File: config.mk
export PLATFORM = sky130hd
export DESIGN_NAME = user_obi_demux
export DESIGN_NICKNAME = d
export VERILOG_FILES = /design/src/rtl/user_obi_demux_pkg.sv /design/src/rtl/user_obi_err_sbr.sv /design/src/rtl/user_obi_demux.sv
export SDC_FILE = /design/constraint.sdc
export NUM_CORES = 1
export LEC_CHECK = 0
export CORE_ASPECT_RATIO = 0.5
export CORE_MARGIN = 2
export CORE_UTILIZATION = 25
export DETAILED_ROUTE_END_ITERATION = 7
export HOLD_SLACK_MARGIN = 0.1
export PLACE_DENSITY = 0.9
export SLEW_MARGIN = 30
export SYNTH_ARGS = -nofsm -noshare
export SYNTH_HDL_FRONTEND = slang
export SYNTH_HIERARCHICAL = 1
export SYNTH_SLANG_ARGS = --single-unit
File: constraint.sdc
create_clock -name clk_i -period 2.7 [get_ports clk_i]
set_input_delay 0.54 -clock clk_i [delete_from_list [all_inputs] [get_ports clk_i]]
set_output_delay 0.54 -clock clk_i [all_outputs]
set_load 0.01 [all_outputs]
File: src/rtl/user_obi_demux_pkg.sv
// Shared definitions for the user-domain OBI demultiplexer.
// Holds the address-rule type, the user-domain subordinate map (base and size
// per subordinate) and the demux output enumeration. The user_obi_demux
// parameter defaults are derived from the user-domain subordinate map.
package user_obi_demux_pkg;

  // One address-map rule: inclusive start and end address of a subordinate.
  typedef struct packed {
    logic [31:0] idx;
    logic [31:0] start_addr;
    logic [31:0] end_addr;
  } addr_map_rule_t;

  localparam int unsigned NumUserDomainSubordinates = 2;

  localparam logic [31:0] UserBaseAddr = 32'h2000_0000;
  localparam logic [31:0] UserSbr0Base = UserBaseAddr;
  localparam logic [31:0] UserSbr0Size = 32'h0000_1000;
  localparam logic [31:0] UserSbr1Base = 32'h2000_1000;
  localparam logic [31:0] UserSbr1Size = 32'h0000_1000;

  localparam logic [31:0] UserErrData = 32'hBADC_AB1E;

  // The error subordinate sits one past the last real subordinate.
  typedef enum logic [1:0] {
    UserSbr0  = 2'd0,
    UserSbr1  = 2'd1,
    UserError = 2'(NumUserDomainSubordinates)
  } user_demux_outputs_e;

  localparam addr_map_rule_t [NumUserDomainSubordinates-1:0] UserAddrMap = '{
    '{idx: 32'(UserSbr1), start_addr: UserSbr1Base, end_addr: UserSbr1Base + UserSbr1Size - 32'd1},
    '{idx: 32'(UserSbr0), start_addr: UserSbr0Base, end_addr: UserSbr0Base + UserSbr0Size - 32'd1}
  };

  // Packed start/end vectors, index 0 in the LSBs.
  localparam logic [NumUserDomainSubordinates*32-1:0] UserSbrStart =
    {UserAddrMap[1].start_addr, UserAddrMap[0].start_addr};
  localparam logic [NumUserDomainSubordinates*32-1:0] UserSbrEnd =
    {UserAddrMap[1].end_addr, UserAddrMap[0].end_addr};

endpackage

File: src/rtl/user_obi_err_sbr.sv
// Error subordinate for the user-domain OBI demux.
// Every handshake routed here is answered exactly one cycle later with an
// error response carrying the fixed error data and the captured transaction id.
// Ports:
//   clk_i, rst_i   clock, synchronous active-high reset
//   hs_i           a request was accepted for the error subordinate this cycle
//   aid_i          id of that request
//   rvalid_o       response valid (cycle after hs_i)
//   rdata_o        ErrData resized to DataWidth while rvalid_o, else 0
//   err_o          error flag, equals rvalid_o
//   rid_o          captured id while rvalid_o, else 0
module user_obi_err_sbr #(
  parameter int unsigned DataWidth = 32,
  parameter int unsigned IdWidth   = 1,
  parameter logic [31:0] ErrData   = 32'hBADC_AB1E
) (
  input  logic                 clk_i,
  input  logic                 rst_i,
  input  logic                 hs_i,
  input  logic [IdWidth-1:0]   aid_i,
  output logic                 rvalid_o,
  output logic [DataWidth-1:0] rdata_o,
  output logic                 err_o,
  output logic [IdWidth-1:0]   rid_o
);

  localparam logic [DataWidth-1:0] ErrDataW = DataWidth'(ErrData);

  logic               rvalid_q;
  logic [IdWidth-1:0] rid_q;

  // NOTE: registers use non-blocking assignments so every flop samples the
  // pre-edge values; blocking here would create order-dependent races.
  always_ff @(posedge clk_i) begin
    if (rst_i) begin
      rvalid_q <= 1'b0;
      rid_q    <= '0;
    end else begin
      rvalid_q <= hs_i;
      rid_q    <= hs_i ? aid_i : '0;
    end
  end

  assign rvalid_o = rvalid_q;
  assign err_o    = rvalid_q;
  assign rdata_o  = rvalid_q ? ErrDataW : '0;
  assign rid_o    = rid_q;

endmodule

File: src/rtl/user_obi_demux.sv
// User-domain OBI demultiplexer.
// Routes each manager request to the lowest-indexed subordinate whose address
// rule contains the address, or to the internal error subordinate (index
// NumSbr) when no rule matches. Responses come back in order because a switch
// to a different target is stalled while transactions are still in flight.
// Ports:
//   clk_i, rst_i          clock, synchronous active-high reset
//   mgr_*                 OBI manager-side request (in) and response (out)
//   sbr_req_o/sbr_gnt_i   per-subordinate request/grant
//   sbr_addr_o..aid_o     request fields broadcast to every subordinate
//   sbr_rvalid_i..rid_i   per-subordinate response channels (index 0 in LSBs)
module user_obi_demux
  import user_obi_demux_pkg::*;
#(
  parameter int unsigned NumSbr    = NumUserDomainSubordinates,
  parameter int unsigned AddrWidth = 32,
  parameter int unsigned DataWidth = 32,
  parameter int unsigned IdWidth   = 1,
  parameter int unsigned MaxTrans  = 4,
  parameter logic [NumSbr*AddrWidth-1:0] SbrStart = UserSbrStart,
  parameter logic [NumSbr*AddrWidth-1:0] SbrEnd   = UserSbrEnd,
  parameter logic [31:0] ErrData   = UserErrData
) (
  input  logic                        clk_i,
  input  logic                        rst_i,
  input  logic                        mgr_req_i,
  output logic                        mgr_gnt_o,
  input  logic [AddrWidth-1:0]        mgr_addr_i,
  input  logic                        mgr_we_i,
  input  logic [DataWidth/8-1:0]      mgr_be_i,
  input  logic [DataWidth-1:0]        mgr_wdata_i,
  input  logic [IdWidth-1:0]          mgr_aid_i,
  output logic                        mgr_rvalid_o,
  output logic [DataWidth-1:0]        mgr_rdata_o,
  output logic                        mgr_err_o,
  output logic [IdWidth-1:0]          mgr_rid_o,
  output logic [NumSbr-1:0]           sbr_req_o,
  input  logic [NumSbr-1:0]           sbr_gnt_i,
  output logic [AddrWidth-1:0]        sbr_addr_o,
  output logic                        sbr_we_o,
  output logic [DataWidth/8-1:0]      sbr_be_o,
  output logic [DataWidth-1:0]        sbr_wdata_o,
  output logic [IdWidth-1:0]          sbr_aid_o,
  input  logic [NumSbr-1:0]           sbr_rvalid_i,
  input  logic [NumSbr*DataWidth-1:0] sbr_rdata_i,
  input  logic [NumSbr-1:0]           sbr_err_i,
  input  logic [NumSbr*IdWidth-1:0]   sbr_rid_i
);

  localparam int unsigned CntW = $clog2(MaxTrans + 1);
  localparam int unsigned SelW = $clog2(NumSbr + 1);
  localparam logic [SelW-1:0] ErrIdx = SelW'(NumSbr);
  localparam logic [CntW-1:0] MaxCnt = CntW'(MaxTrans);

  logic [SelW-1:0]      tgt;
  logic [SelW-1:0]      sel_d, sel_q;
  logic [CntW-1:0]      cnt_d, cnt_q;
  logic                 allow, hs, rsp_en;
  logic                 sel_valid, sel_err;
  logic [DataWidth-1:0] sel_rdata;
  logic [IdWidth-1:0]   sel_rid;
  logic                 err_rvalid, err_err;
  logic [DataWidth-1:0] err_rdata;
  logic [IdWidth-1:0]   err_rid;

  // Request fields go to every subordinate; only sbr_req_o qualifies them.
  assign sbr_addr_o  = mgr_addr_i;
  assign sbr_we_o    = mgr_we_i;
  assign sbr_be_o    = mgr_be_i;
  assign sbr_wdata_o = mgr_wdata_i;
  assign sbr_aid_o   = mgr_aid_i;

  // Decode scans from the top index down so the lowest matching rule wins.
  always_comb begin
    // NOTE: every always_comb output gets a default first so no path leaves
    // it unassigned, which would infer a latch.
    tgt = ErrIdx;
    for (int i = int'(NumSbr) - 1; i >= 0; i--) begin
      if (mgr_addr_i >= SbrStart[i*AddrWidth +: AddrWidth] &&
          mgr_addr_i <= SbrEnd[i*AddrWidth +: AddrWidth]) begin
        tgt = SelW'(i);
      end
    end
  end

  // A target switch waits until the previous target has drained.
  assign allow = !rst_i && (cnt_q < MaxCnt) && (cnt_q == '0 || tgt == sel_q);

  always_comb begin
    sbr_req_o = '0;
    mgr_gnt_o = 1'b0;
    if (allow) begin
      if (tgt == ErrIdx) mgr_gnt_o = mgr_req_i;
      for (int i = 0; i < int'(NumSbr); i++) begin
        if (tgt == SelW'(i)) begin
          sbr_req_o[i] = mgr_req_i;
          mgr_gnt_o    = sbr_gnt_i[i];
        end
      end
    end
  end

  assign hs = mgr_req_i & mgr_gnt_o;

  user_obi_err_sbr #(
    .DataWidth (DataWidth),
    .IdWidth   (IdWidth),
    .ErrData   (ErrData)
  ) i_err_sbr (
    .clk_i    (clk_i),
    .rst_i    (rst_i),
    .hs_i     (hs && (tgt == ErrIdx)),
    .aid_i    (mgr_aid_i),
    .rvalid_o (err_rvalid),
    .rdata_o  (err_rdata),
    .err_o    (err_err),
    .rid_o    (err_rid)
  );

  // Only the target owning the in-flight transactions is listened to.
  always_comb begin
    sel_valid = 1'b0;
    sel_rdata = '0;
    sel_err   = 1'b0;
    sel_rid   = '0;
    if (sel_q == ErrIdx) begin
      sel_valid = err_rvalid;
      sel_rdata = err_rdata;
      sel_err   = err_err;
      sel_rid   = err_rid;
    end
    for (int i = 0; i < int'(NumSbr); i++) begin
      if (sel_q == SelW'(i)) begin
        sel_valid = sbr_rvalid_i[i];
        sel_rdata = sbr_rdata_i[i*DataWidth +: DataWidth];
        sel_err   = sbr_err_i[i];
        sel_rid   = sbr_rid_i[i*IdWidth +: IdWidth];
      end
    end
  end

  // With nothing outstanding any response is stray and is dropped.
  assign rsp_en       = !rst_i && (cnt_q != '0);
  assign mgr_rvalid_o = rsp_en & sel_valid;
  assign mgr_rdata_o  = rsp_en ? sel_rdata : '0;
  assign mgr_err_o    = rsp_en & sel_err;
  assign mgr_rid_o    = rsp_en ? sel_rid : '0;

  assign cnt_d = cnt_q + CntW'(hs) - CntW'(mgr_rvalid_o);
  assign sel_d = hs ? tgt : sel_q;

  always_ff @(posedge clk_i) begin
    if (rst_i) begin
      cnt_q <= '0;
      sel_q <= ErrIdx;
    end else begin
      cnt_q <= cnt_d;
      sel_q <= sel_d;
    end
  end

`ifndef SYNTHESIS
  a_cnt_max : assert property (@(posedge clk_i) cnt_q <= MaxCnt)
    else $error("outstanding count exceeds MaxTrans");
  a_no_underflow : assert property (@(posedge clk_i) disable iff (rst_i)
    !(sel_valid && cnt_q == '0))
    else $error("response with no outstanding transaction");
  a_req_stable : assert property (@(posedge clk_i) disable iff (rst_i)
    (mgr_req_i && !mgr_gnt_o) |=>
      $stable({mgr_addr_i, mgr_we_i, mgr_be_i, mgr_wdata_i, mgr_aid_i}))
    else $error("request fields changed while waiting for grant");
`endif

endmodule

# Yosys cells after proc, flatten, opt, wreduce, memory -nomap -nowiden
# Index checks and enable logic that the tools add are counted.
[totals]
register_bits = 7
input_bits = 145
output_inout_bits = 108
[classes]
n_addsub = 2
n_lt_le_gt_ge = 5
n_eq_ne = 5
n_mux = 23
n_bitwise = 4
n_reduce_logical = 13
[ops]
columns = ["operator", "n"]
rows = [
  ["$mux W32", 5],
  ["$ge A32 B30 Y1 const B", 2],
  ["$le A32 B30 Y1 const B", 2],
  ["$mux W1", 15],
  ["$logic_and A1 B1 Y1", 6],
  ["$mux W2", 3],
  ["$eq A2 B1 Y1 const B", 2],
  ["$eq A2 B2 Y1 const B", 2],
  ["$logic_not A2 Y1", 2],
  ["$add A3 B1 Y3", 1],
  ["$and A1 B1 Y1", 3],
  ["$logic_not A3 Y1", 1],
  ["$lt A3 B3 Y1 const B", 1],
  ["$reduce_bool A3 Y1", 1],
  ["$sub A3 B1 Y3", 1],
  ["$eq A2 B2 Y1", 1],
  ["$reduce_or A2 Y1", 1],
  ["$logic_not A1 Y1", 1],
  ["$logic_or A1 B1 Y1", 1],
  ["$not A1 Y1", 1],
]

# Depth between registers and ports, before layout
[depth]
depth_word = 13
depth_mapped = 13

# Hierarchy
# Netlist, hierarchy kept.
[by_module_without_submodules]
columns = ["mod", "n_inst", "cells_each", "area_per_inst_um2", "seq_area_each_um2"]
rows = [
  ["user_obi_demux", 1, 279, 1815.5, 100.1],
  ["user_obi_err_sbr", 1, 38, 306.5, 40.0],
]

# Worst setup path after synthesis
# No wires, ideal clock.
[synth_path]
path_type = "input-to-reg"
startpoint = "input mgr_addr_i[31]"
endpoint = "register cnt_q[2]"
arrival_ns = 2.764
required_ns = 2.585
slack_ns = -0.178
stages = 12
path_buffers = 0
cell_sequence = "nor4_1 > nand2_1 > o41a_1 > a211oi_1 > inv_1 > ha_1 > inv_1 > ha_1 > inv_1 > fa_1 > xnor2_1 > nor2_1"
[synth_between]
elab_chain_cells = 12
word_cells_on_any_way = 21
cone_classes = "add/sub (2); order compare (4); eq/ne (3); mux (6); bitwise (1); reduce/logical (5)"
[synth_lines]
columns = ["element", "line_no", "text"]
rows = [
  ["from (decl)", "user_obi_demux.sv:28", "input logic [AddrWidth-1:0] mgr_addr_i,"],
  ["$ge A32 B30 Y1 / $le A32 B30 Y1 (equally long branches)", "user_obi_demux.sv:79, user_obi_demux.sv:80", ""],
  ["$logic_and A1 B1 Y1", "user_obi_demux.sv:79", "if (mgr_addr_i >= SbrStart[i*AddrWidth +: AddrWidth] &&"],
  ["$mux W2", "user_obi_demux.sv:79", ""],
  ["$mux W2 (*)", "user_obi_demux.sv:79", ""],
  ["$eq A2 B2 Y1", "user_obi_demux.sv:93", "if (tgt == ErrIdx) mgr_gnt_o = mgr_req_i;"],
  ["$mux W1", "user_obi_demux.sv:93", ""],
  ["$mux W1 (2 in a row)", "user_obi_demux.sv:95", "if (tgt == SelW'(i)) begin"],
  ["$mux W1 (*)", "user_obi_demux.sv:92", "if (allow) begin"],
  ["$and A1 B1 Y1 (*)", "user_obi_demux.sv:103", "assign hs = mgr_req_i & mgr_gnt_o;"],
  ["$add A3 B1 Y3 (*)", "user_obi_demux.sv:149", "assign cnt_d = cnt_q + CntW'(hs) - CntW'(mgr_rvalid_o);"],
  ["$sub A3 B1 Y3 (*)", "user_obi_demux.sv:149", ""],
  ["to (signal assigned)", "user_obi_demux.sv:157", "cnt_q <= cnt_d;"],
  ["to (decl)", "user_obi_demux.sv:57", "logic [CntW-1:0] cnt_d, cnt_q;"],
]
# Mark *: on every way between the ends. The rest lies on a longest branch, timed or not.
# A chain may end at the register's enable or synchronous reset.

# Final worst setup path
[layout_path]
startpoint = "input mgr_addr_i[23]"
endpoint = "register cnt_q[1]"
# The elaborated chain is that of the path after synthesis.

==> impl_metrics.py <==
metrics = {
    "layout": {
        "diodes": 0,
        "syn_to_final_growth_pct": 60.5,
        "nets": 544,
        "drive_gt1_share_pct": 18.5,
        "fin_area_mm2": 0.00341,
        "fin_cells": 507,
    },
    "clock_tree": {
        "clock_sink_count": 7,
        "ctsHoldBuffers": 0,
        "cts_buffer_depth": 2,
        "insertion_delay_ps": 230,
        "root_buffer": "clkbuf_16",
        "cts_made_buffers": 3,
        "tritoncts": "done",
        "htreeDepth": 1,
        "clk_pin_slew_ps": 40,
    },
    "sta": {
        "finalCriticalPeriod_ps": 2660,
        "post-route-period-util_pct": 98.4,
        "rsz0062_at_grt": "true",
        "hold_viol_final": 0,
        "slew_viol_final": 0,
        "fin_worst_skew_ps": 3.34,
        "finalSetupViolations": 0,
        "fmax_ghz": 0.376,
    },
    "synth": {
        "syn_inst": 317,
        "synth.area.top_cells": "buf_4 36%, mux2i_1 17%, nor2_1 13%",
        "synth_edf_count": 0,
        "synth-adder-area-share_pct": 2.12,
        "synth_top_area_share_pct": 36.4,
        "synthMuxAreaShare_pct": 17.0,
        "synthXorXnorAreaFrac_pct": 1.24,
        "synth_compound_area_share_pct": 11.8,
        "ys.flop_type": "dfxtp_1",
        "synth-seq-cells": 7,
        "yosys_warnings": 6,
        "netlist_area_mm2": 0.00212,
        "synth_area_leader_cell": "buf_4",
        "synth_common_cells": "103 x buf_4, 75 x nor2_1, 37 x a21oi_1",
        "ys_seq_area_share_pct": 6.60,
        "synthArstFlopShare_pct": 0,
        "postSynthAreaPerCell_um2": 6.69,
        "synth_top_family_by_area": "buffers and inverters",
        "synth.distinct_cells": 34,
        "yosys.area_share.simple_pct": 20.6,
        "yosys.cell_count.top_type": "buf_4",
    },
    "grt": {
        "grtUsageTotal_pct": 14.8,
        "antenna_found_initial": 0,
        "grt_first_pass_wirelength_um": 11200,
        "grt.overflow.total": 0,
        "grt_pass1_vias": 2129,
        "grt_max_degree": 36,
    },
    "pwr": {
        "p_leak_nw": 1.26,
        "powerDensity_mw_per_mm2": 312,
        "vdd_ir_drop_max_mv": 0.220,
    },
    "critical_path": {
        "r2r_cells": 10,
        "r2r_setup_slack_ps": 270,
        "path_cells": "buf_2 -> nor4_4 -> nand3_2 -> o41a_1 -> a211oi_2 -> inv_1 -> ha_4 -> inv_2 -> ha_4 -> inv_2 -> fa_2 -> nor2_1",
        "crit_type": "primary input to register",
        "cpPeakStageDelay_ps": 510,
        "startpoint_type": "primary input",
        "rr_endpoint": "cnt_q[1]$_SDFF_PP0_",
        "path_max_fanout": 3,
        "endpoint_kind": "register",
        "worst_ep_arrival_time_ps": 2780,
        "critPathSlowestCell": "fa_2",
        "cp_top_family": "adder cells",
        "cp_data_required_time_ps": 2820,
        "worstSetupEndpoint": "cnt_q[1]$_SDFF_PP0_",
        "crit_cells": 12,
        "r2r_start": "cnt_q[1]$_SDFF_PP0_",
        "crit_buf_inv": 4,
        "crit_start": "mgr_addr_i[23]",
    },
    "placement": {
        "place_area_mm2": 0.00325,
        "io_buffers": 154,
        "dp_cells": 499,
        "place_congestion": 0.950,
        "dp_hpwl_um": 5750,
    },
    "hold_path": {
        "hp-class": "register to register",
        "holdPathStages": 2,
    },
    "die": {
        "die_width_um": 134,
        "core_mm2": 0.00812,
        "start_util_pct": 26.1,
        "dieArea_mm2": 0.00929,
        "rows": 23,
        "io_pins": 253,
        "dieHeight_um": 69.1,
    },
    "drt": {
        "postRouteAntennaNets": 0,
        "drc": 0,
        "routed_wirelength_um": 7080,
        "drt-initial-drc-count": 178,
        "first_pass_iters": 5,
        "via_per_inst": 4.30,
        "route.vias.total": 2180,
        "routedWlPerCell_um": 14.0,
    },
    "run": {
        "drv_cap": 0,
    },
    "status": {
        "status": "finished, final reports clean",
    },
}
==> power breakdown <==
| part | switching, W | internal, W | total (W) |
|---|---|---|---|
| Combinational | 0.000294 | 0.000384 | 0.000678 |
| Clock | 0.0000557 | 0.000196 | 0.000252 |
| Sequential | 0.0000153 | 0.000117 | 0.000133 |
| Total | 0.000365 | 0.000698 | 0.00106 |
==> repair_timing <==
action	in CTS	in global routing
resized for setup	81	30
pin swaps	13	11
endpoints found under the setup margin	6	40
buffers inserted	3	1
==> cell usage in the layout, fill, tap and decap left out, types with 2 or more instances in the layout <==
cell,count
clkbuf_16,3
o21ai_0,2
nand2_1,3
inv_2,2
nor2b_1,2
nor4_4,3
mux2i_1,36
inv_1,3
and2_1,2
nor2_1,74
clkdlybuf4s50_1,130
buf_2,7
buf_6,8
a211oi_2,2
buf_12,3
xor2_1,2
nor3_1,2
dfxtp_1,6
ha_4,2
buf_4,23
clkbuf_2,5
nand2b_1,2
clkdlybuf4s15_2,2
a21oi_1,37
conb_1,13
==> worst register-to-register path, cell delays in order, from the launching register on <==
cell      delay, ps
dfxtp_1         340
or3_1           480
o41a_1          200
a211oi_2        230
inv_1           100
ha_4            220
inv_2            60
ha_4            110
inv_2            30
fa_2            510
nor2_1           40
==> registers in the layout (all words and copies together), names as in the netlist <==
| register | flops |
|---|---|
| i_err_sbr/err_o | 1 |
| sel_q | 2 |
| i_err_sbr/rid_o | 1 |
| cnt_q | 3 |
==> layer usage <==
metal / up-vias / global-route usage (%) / part of all wire [%]
met2: 73 / 26.3 / 52
li1: 1081 / - / -
met4: 0 / 1.40 / 0.92
met1: 1018 / 17.8 / 40
met5: - / 0 / 0
met3: 8 / 5.08 / 6.9
==> area by class of cell <==
class | count | area (um2)
Fill cell | 784 | 4710
Timing Repair Buffer | 181 | 1740
Multi-Input combinational cell | 198 | 1280
Sequential cell | 7 | 141
Tap cell | 112 | 140
Clock buffer | 4 | 78.8
Inverter | 5 | 18.8
==> logic make-up after synthesis <==
logic type                 Yosys count
buffers and inverters              124
AOI/OAI and AO/OA                   45
DFF                                  7
xor gates and xnor gates             3
other                                1
and+or+nand+nor                     98
muxes                               36
adders and majority gates            3
==> through the flow <==
| stage | TNS, ps | util [%] | total power, W | setup slack [ps] | hold WS (ps) |
|---|---|---|---|---|---|
| 2_1_floorplan | -53.2 | - | 0.000520 | -43.6 | 473 |
| 3_3_place_gp | -3200 | 40.1 | 0.000752 | -612 | 528 |
| 3_5_place_dp | -3560 | 40.1 | 0.000763 | -682 | 523 |
| 4_1_cts | -153 | 41.2 | 0.00103 | -60.6 | 527 |
| 5_1_grt | -230 | 42.0 | 0.00113 | -112 | 560 |
| 6_report | 0 | 42.0 | 0.00106 | 43.9 | 541 |
==> how the worst min path moves through the flow <==
stage,start,endpoint,slack (ps)
4_1_cts,sel_q[0]$_SDFFE_PP0P_,sel_q[0]$_SDFFE_PP0P_,530
2_1_floorplan,sel_q[1]$_SDFFE_PP1P_,sel_q[1]$_SDFFE_PP1P_,470
3_3_place_gp,sel_q[0]$_SDFFE_PP0P_,sel_q[0]$_SDFFE_PP0P_,530
5_1_grt,sel_q[0]$_SDFFE_PP0P_,sel_q[0]$_SDFFE_PP0P_,560
3_5_place_dp,sel_q[0]$_SDFFE_PP0P_,sel_q[0]$_SDFFE_PP0P_,520
6_report,sel_q[0]$_SDFFE_PP0P_,sel_q[0]$_SDFFE_PP0P_,540
Power figures use the tool's default switching activity.
